File: src/rtl/cfg_loader_pkg.sv
// Shared types and helpers for the configuration bitstream loader.
package cfg_loader_pkg;

    // Loader control states.
    typedef enum logic [1:0] {
        IDLE  = 2'd0,
        SHIFT = 2'd1,
        DONE  = 2'd2
    } cfg_state_e;

    // Default host data word width.
    localparam int CFG_BYTE_W = 8;

    // Width of a counter that must hold the values 0..n inclusive.
    function automatic int cnt_width(input int n);
        return $clog2(n + 1);
    endfunction

endpackage

File: src/rtl/cfg_piso.sv
// Parallel-in / serial-out byte register with a bits-left counter.
// Priority: clear, then load, then shift. Shifting fills with zeros, so the
// MSB reads 0 once the byte is exhausted.
module cfg_piso
    import cfg_loader_pkg::*;
#(
    parameter int BYTE_W = CFG_BYTE_W
) (
    input  logic              clk,
    input  logic              reset,
    input  logic              clr_i,
    input  logic              load_i,
    input  logic [BYTE_W-1:0] din_i,
    input  logic              shift_i,
    output logic              msb_o,
    output logic              empty_o,
    output logic              last_o
);

    localparam int BLW = cnt_width(BYTE_W);

    logic [BYTE_W-1:0] sreg_q, sreg_d;
    logic [BLW-1:0]    left_q, left_d;

    // Next-state for the data register and its remaining-bit count.
    always_comb begin
        sreg_d = sreg_q;
        left_d = left_q;
        if (clr_i) begin
            sreg_d = '0;
            left_d = '0;
        end else if (load_i) begin
            // A load may coincide with the shift of the previous byte's last
            // bit; that bit is already on the output, so the load wins.
            sreg_d = din_i;
            left_d = BLW'(BYTE_W);
        end else if (shift_i && (left_q != '0)) begin
            sreg_d = {sreg_q[BYTE_W-2:0], 1'b0};
            left_d = left_q - BLW'(1);
        end
    end

    // State registers.
    always_ff @(posedge clk or posedge reset) begin
        if (reset) begin
            sreg_q <= '0;
            left_q <= '0;
        end else begin
            sreg_q <= sreg_d;
            left_q <= left_d;
        end
    end

    assign msb_o   = sreg_q[BYTE_W-1];
    assign empty_o = (left_q == '0);
    assign last_o  = (left_q == BLW'(1));

endmodule

File: src/rtl/cfg_bitstream_loader.sv
// Configuration bitstream loader: takes host bytes over valid/ready,
// serializes them MSB-first into the configuration chain and counts exactly
// CHAIN_LEN shifted bits. All outputs are decoded from registers.
module cfg_bitstream_loader
    import cfg_loader_pkg::*;
#(
    parameter int CHAIN_LEN = 288,
    parameter int BYTE_W    = CFG_BYTE_W
) (
    input  logic              clk,
    input  logic              reset,
    input  logic              start,
    input  logic              abort,
    input  logic [BYTE_W-1:0] din,
    input  logic              din_valid,
    output logic              din_ready,
    output logic              cfg_bit,
    output logic              cfg_shift_en,
    output logic              busy,
    output logic              cfg_done,
    output logic              cfg_err
);

    localparam int            CW       = cnt_width(CHAIN_LEN);
    localparam logic [CW-1:0] LAST_IDX = CW'(CHAIN_LEN - 1);

    cfg_state_e    state_q, state_d;
    logic [CW-1:0] cnt_q, cnt_d;
    logic          err_q, err_d;

    logic piso_clr, piso_msb, piso_empty, piso_last;
    logic in_shift, do_shift, xfer, final_shift;

    assign in_shift     = (state_q == SHIFT);
    assign cfg_shift_en = in_shift && !piso_empty;

    // A new byte is wanted when the register is empty, or is on its last bit
    // and the chain still needs bits beyond that one. Once the final byte is
    // in flight this never rises again, so no surplus bytes are taken.
    assign din_ready = in_shift && (piso_empty || (piso_last && (cnt_q < LAST_IDX)));

    // Abort suppresses this cycle's shift and load inside the loader; the
    // registered shift enable cannot see abort and the partial chain is
    // abandoned anyway.
    assign do_shift    = cfg_shift_en && !abort;
    assign xfer        = din_ready && din_valid && !abort;
    assign final_shift = do_shift && (cnt_q == LAST_IDX);

    cfg_piso #(
        .BYTE_W (BYTE_W)
    ) u_piso (
        .clk     (clk),
        .reset   (reset),
        .clr_i   (piso_clr),
        .load_i  (xfer),
        .din_i   (din),
        .shift_i (do_shift),
        .msb_o   (piso_msb),
        .empty_o (piso_empty),
        .last_o  (piso_last)
    );

    // Next-state, bit counter and sticky error decode.
    always_comb begin
        state_d  = state_q;
        cnt_d    = cnt_q;
        err_d    = err_q;
        piso_clr = 1'b0;
        case (state_q)
            IDLE, DONE: begin
                if (start) begin
                    state_d  = SHIFT;
                    cnt_d    = '0;
                    err_d    = 1'b0;
                    piso_clr = 1'b1;
                end
            end
            SHIFT: begin
                if (abort) begin
                    state_d  = IDLE;
                    err_d    = 1'b1;
                    piso_clr = 1'b1;
                end else begin
                    if (do_shift) begin
                        cnt_d = cnt_q + CW'(1);
                    end
                    if (final_shift) begin
                        // Any bits remaining in the last byte are discarded.
                        state_d  = DONE;
                        piso_clr = 1'b1;
                    end
                end
            end
            default: begin
                state_d  = IDLE;
                piso_clr = 1'b1;
            end
        endcase
    end

    // Control registers.
    always_ff @(posedge clk or posedge reset) begin
        if (reset) begin
            state_q <= IDLE;
            cnt_q   <= '0;
            err_q   <= 1'b0;
        end else begin
            state_q <= state_d;
            cnt_q   <= cnt_d;
            err_q   <= err_d;
        end
    end

    assign busy     = in_shift;
    assign cfg_done = (state_q == DONE);
    assign cfg_err  = err_q;
    assign cfg_bit  = piso_msb;

endmodule

File: config.mk
export PLATFORM = sky130hd
export DESIGN_NAME = cfg_bitstream_loader
export DESIGN_NICKNAME = d
export VERILOG_FILES = /design/src/rtl/cfg_loader_pkg.sv /design/src/rtl/cfg_piso.sv /design/src/rtl/cfg_bitstream_loader.sv
export SDC_FILE = /design/constraint.sdc
export NUM_CORES = 1
export LEC_CHECK = 0
export ABC_CLOCK_PERIOD_IN_PS = 2400
export CAP_MARGIN = 25
export CORE_MARGIN = 2
export CORE_UTILIZATION = 53
export CTS_CLUSTER_DIAMETER = 150
export DETAILED_ROUTE_END_ITERATION = 8
export PLACE_DENSITY = 0.83
export RECOVER_POWER = 100
export SLEW_MARGIN = 20
export SYNTH_ARGS = -nofsm -noshare
export SYNTH_HDL_FRONTEND = slang
export SYNTH_SLANG_ARGS = --single-unit
File: constraint.sdc
create_clock -name clk -period 2.4 [get_ports clk]
set_input_delay 0.36 -clock clk [delete_from_list [all_inputs] [get_ports clk]]
set_output_delay 0.36 -clock clk [all_outputs]
set_load 0.1 [all_outputs]
* Word-level counts from Yosys, hierarchy flattened
Index checks and enable logic that the tools add are counted.
W data, S select, Z words.
** Word-level totals
- Bits in read-only memories :: 0
- Flip-flop bits (word level) :: 24
- Input bits :: 13
- Bits in latches :: 0
- Memories kept :: 0
- RAM bits :: 0
** Operators by class
- $add $sub $neg :: 2
- Equal/unequal tests :: 9
- Bitwise operators :: 0
- Divide/modulo/power cells :: 0
- Shift operators :: 0
- Order comparisons :: 1
- Multiply operators :: 0
- Reduce and logical (&&, ||, !) cells :: 20
- Muxes and demuxes :: 21
** Operators by type and width (count)
- $mux W9 :: 3
- $mux W8 :: 3
- $pmux W9 S2 :: 1
- $mux W4 :: 3
- $add A9 B1 Y9 const B :: 1
- $eq A9 B9 Y1 const B :: 1
- $lt A9 B9 Y1 const B :: 1
- $logic_and A1 B1 Y1 :: 8
- $mux W2 :: 3
- $ne A2 B2 Y1 const B :: 3
- $mux W1 :: 5
- $eq A4 B1 Y1 const B :: 1
- $logic_not A4 Y1 :: 1
- $pmux W1 S2 :: 2
- $pmux W2 S2 :: 1
- $reduce_and A4 Y1 :: 1
- $reduce_bool A4 Y1 :: 1
- $sub A4 B1 Y4 const B :: 1
- $ne A3 B2 Y1 const B :: 1
- $reduce_and A3 Y1 :: 1
- $reduce_bool A3 Y1 :: 1
- $eq A2 B1 Y1 const B :: 1
- $eq A2 B2 Y1 const B :: 1
- $logic_not A1 Y1 :: 2
- other kinds (6) :: 6

* Longest topological paths before layout
- Depth after elaboration :: 9
- Depth in mapped cells :: 8
- Mapped depth without buffers :: 6

* Cells and area by module
From an unflattened synthesis, not the netlist that was laid out.
** Second synthesis, totals
- Cell total of the unflattened synthesis :: 155
- Area, all modules :: 1478.9 sq um
** By module, submodules not included
- cfg_piso :: instances 1, cells an instance 77, area an instance 779.5 sq um
- cfg_bitstream_loader :: instances 1, cells an instance 78, area an instance 699.4 sq um

* Worst setup path after synthesis
Ideal clock, no wire load.
- Path type :: register -> output
- Start point :: register cnt_q[5]
- End point :: output din_ready
- Path slack :: -0.436 ns
- Arrival :: 2.476 ns
- Stages on the path, launching flop included :: 4
- Cells stage by stage :: dfrtp_1 nor3_2 o2111ai_2 a21oi_1
** Between the ends
- Cells in the longest elaborated chain, start to end :: 4
** Ends and longest elaborated chain
- start: declaration :: line cfg_bitstream_loader.sv:28 : logic [CW-1:0] cnt_q, cnt_d;
- start signal: assignment :: line cfg_bitstream_loader.sv:109 : cnt_q <= cnt_d;
- $lt A9 B9 Y1 :: line cfg_bitstream_loader.sv:40 : assign din_ready = in_shift && (piso_empty || (piso_last && (cnt_q < LAST_IDX)));
- $logic_and A1 B1 Y1 :: line cfg_bitstream_loader.sv:40
- $logic_or A1 B1 Y1 :: line cfg_bitstream_loader.sv:40
- $logic_and A1 B1 Y1 :: line cfg_bitstream_loader.sv:40
- end: declaration :: line cfg_bitstream_loader.sv:16 : output logic din_ready,
No other way between the ends.

* Final worst setup path
- Start point :: register u_piso.left_q[1]
- End point :: output din_ready
** Between the ends
- Cells in the longest elaborated chain, start to end :: 4
- Elaborated cells between the ends (all ways) :: 5
- Classes of those cells :: 1 x eq/ne; 4 x reduce/logical
** Ends and longest elaborated chain
- start: declaration :: line cfg_piso.sv:23 : logic [BLW-1:0] left_q, left_d;
- start signal: assignment :: line cfg_piso.sv:50 : left_q <= left_d;
- $eq A4 B1 Y1 :: line cfg_piso.sv:56 : assign last_o = (left_q == BLW'(1));
- $logic_and A1 B1 Y1 :: line cfg_bitstream_loader.sv:40
- $logic_or A1 B1 Y1 * :: line cfg_bitstream_loader.sv:40
- $logic_and A1 B1 Y1 * :: line cfg_bitstream_loader.sv:40
Mark *: on every way between the ends. The rest lies on a longest branch, timed or not.

==> results.yml <==
outcome:
  status: "complete, no violations"
route:
  vias: 1109
  finalWirelength_um: 3010
  drc: 0
  drt_iter0_drc: 21
  drtPass1Iterations: 4
  routedWlPerCell_um: 16.3
  viasPerCell: 6.03
  drtAntennaViolNets: 0
final_layout:
  area_growth_pct: 15.7
  fillers: 200
  layout.nets: 173
  diodes: 0
  drive_gt1_share_pct: 10.4
power_and_ir_drop:
  ir_drop_mv: 0.481
  power.leakage_nw: 0.667
  p_per_area_nw_per_um2: 640
cts:
  htree_levels: 1
  cts.reportedPaths.clkPinSlew_ns: 0.12
  post-cts-setup-buffer-count: 0
  cts_buffers: 3
  cts_resized: 0
  cts_sinks: 24
  root_buffer: "clkbuf_4"
  cts_max_path_buffers: 2
  ctsHoldBuffers: 0
  cts_tree: "done"
  clock_latency_ns: 0.32
die:
  die_width_um: 54.6
  initial_utilization_pct: 55.2
  die_area_um2: 2980
  coreArea_um2: 2450
  fp-row-count: 18
  io_pins: 19
  die_height_um: 54.6
critical_path:
  path_delay_family: "buffers and inverters"
  critPathCapture: "din_ready"
  crit_path_cell_trace: "inv_1 > ha_1 > nor2b_1 > o21ai_1 > buf_4 > a21oi_2 > buf_6"
  path_buf_inv: 3
  endpoint_kind: "output pin"
  rr_worst_depth: 7
  timing.rr.start: "u_piso.left_q[0]"
  start_kind: "register"
  crit_type: "reg2out"
  r2r_setup_slack_ns: 0.23
  slowest_delay_ns: 0.41
  worst_ep_arrival_time_ns: 1.86
  worstPathRequired_ns: 2.04
  crit_slowest_cell: "dfrtp_1"
  crit_fanout: 10
  path_depth: 7
  reg2reg_to: "cnt_q[7]"
  worstSetupStartpoint: "u_piso.left_q[1]"
global_routing:
  antenna_found_initial: 0
  grt_use_total_pct: 23.6
  globalRouteOverflowTotal: 0
  grt_max_degree: 25
  grt_pass1_vias: 1086
  grt_pass1_wl_um: 4950
sta:
  finalMaxSlewViolations: 0
  finalSetupTns_ns: 0
  rsz0062_at_grt: "no"
  fin_crit_sh_pct: 92.5
  tightest_slew_ns: 1.29
  fin_ws_ns: 0.181
  setup_viol: 0
  skew_ns: 0.00642
  fmax_mhz: 451
  slew-limit-headroom_pct: 13.9
  holdWs_ns: 0.530
  min_period_ns: 2.22
  finalHoldViolCount: 0
place:
  gp_congestion: 0.848
  dp_slack_ns: 0.158
  io_buffer_count: 18
  dp_hpwl_um: 2230
synth:
  synth.avg_cell_area_um2: 10.4
  ys_warn_count: 0
  yosysMostFrequentCell: "dfrtp_1"
  ys_ff_latch: 24
  synth-edff-count: 0
  synth_area_um2: 1360
  netlist_instances: 131
  ys_types: 38
  synthTopCellsByCount: "24 x dfrtp_1, 14 x a211oi_1, 11 x nor2_1"
  ys_async_sr_fraction_pct: 100
  synthesis.nets: 148
  yosys.area.top_type: "dfrtp_1"
  ys.flop_type: "dfrtp_1"
  synth_top_cell_area_share_pct: 44.3
  netlist_top_cells_area: "dfrtp_1 44%, a211oi_1 7.7%, mux2i_1 5.9%"
  ys_seq_area_share_pct: 44.3
job:
  max_cap_violations: 0
worst_hold_path:
  min_path_type: "reg2reg"
[worst min path at each step]
stage	from	endpoint	slack (ns)	depth (start not counted)
2_1_floorplan	reset	cfg_err	0.37	1
3_3_place_gp	cfg_err	cfg_err	0.50	1
3_5_place_dp	cfg_err	cfg_err	0.51	1
4_1_cts	reset	cnt_q[1]	0.38	3
5_1_grt	cfg_err	cfg_err	0.56	1
6_report	cfg_err	cfg_err	0.53	1
[report_power, final]
group          total, W  internal [W]  switching (W)
Clock          0.000174     0.0000589       0.000115
Sequential     0.000460      0.000435      0.0000258
Combinational  0.000370      0.000108       0.000262
[final cells by class]
type / count / area, um^2 / share of cell area (%)
Clock buffer: 3 / 22.5 / 1.44
Inverter: 5 / 18.8 / 1.20
Multi-Input combinational cell: 99 / 703 / 44.8
Sequential cell: 24 / 601 / 38.3
Tap cell: 30 / 37.5 / 2.39
Timing Repair Buffer: 23 / 186 / 11.9
[metrics by stage]
stage	instances	util, %	area [um^2]	power [W]
2_1_floorplan	131	-	1360	0.000749
3_3_place_gp	181	65.2	1600	0.000863
3_5_place_dp	181	65.2	1600	0.000874
4_1_cts	184	66.1	1620	0.00105
5_1_grt	184	63.9	1570	0.00106
6_report	184	63.9	1570	0.00100
[cells by family after synthesis]
family,share of synthesized area [%]
buffers and inverters,3.41
AND/OR/NAND/NOR,20.2
flip-flops,44.3
AO/OA/AOI/OAI,17.3
multiplexers,5.90
adder cells (fa/ha/maj),3.69
XOR/XNOR,5.17
[layer usage]
metal	wire length, um	vias up	GRT usage [%]
met5	0	-	0
met4	28	0	7.50
met3	130	4	6.01
met2	1500	23	39.1
met1	1350	546	30.0
li1	-	536	-
[layout by cell type, fill, tap and decap left out, types with 5 or more instances in the layout]
master | synthesis | final
a211oi_1 | 14 | 14
clkdlybuf4s50_1 | 0 | 11
dfrtp_1 | 24 | 24
inv_1 | 5 | 5
mux2i_1 | 8 | 8
nand2_1 | 7 | 7
nand3_1 | 6 | 6
nor2_1 | 11 | 11
nor3_1 | 7 | 7
[registers in the layout, summed over array words and instances, names as in the netlist]
signal         count
u_piso.sreg_q      8
u_piso.left_q      4
cfg_err            1
cnt_q              9
state_q            2
[worst register-to-register path, delay by kind of cell, from the launching register on]
kind            cells  cell delay (ns)
buf+inv             2             0.26
fa+ha+maj           1             0.22
simple gates        2             0.75
flops               1             0.43
compound gates      2             0.42
Note: power is estimated with default switching activity, not from simulation.
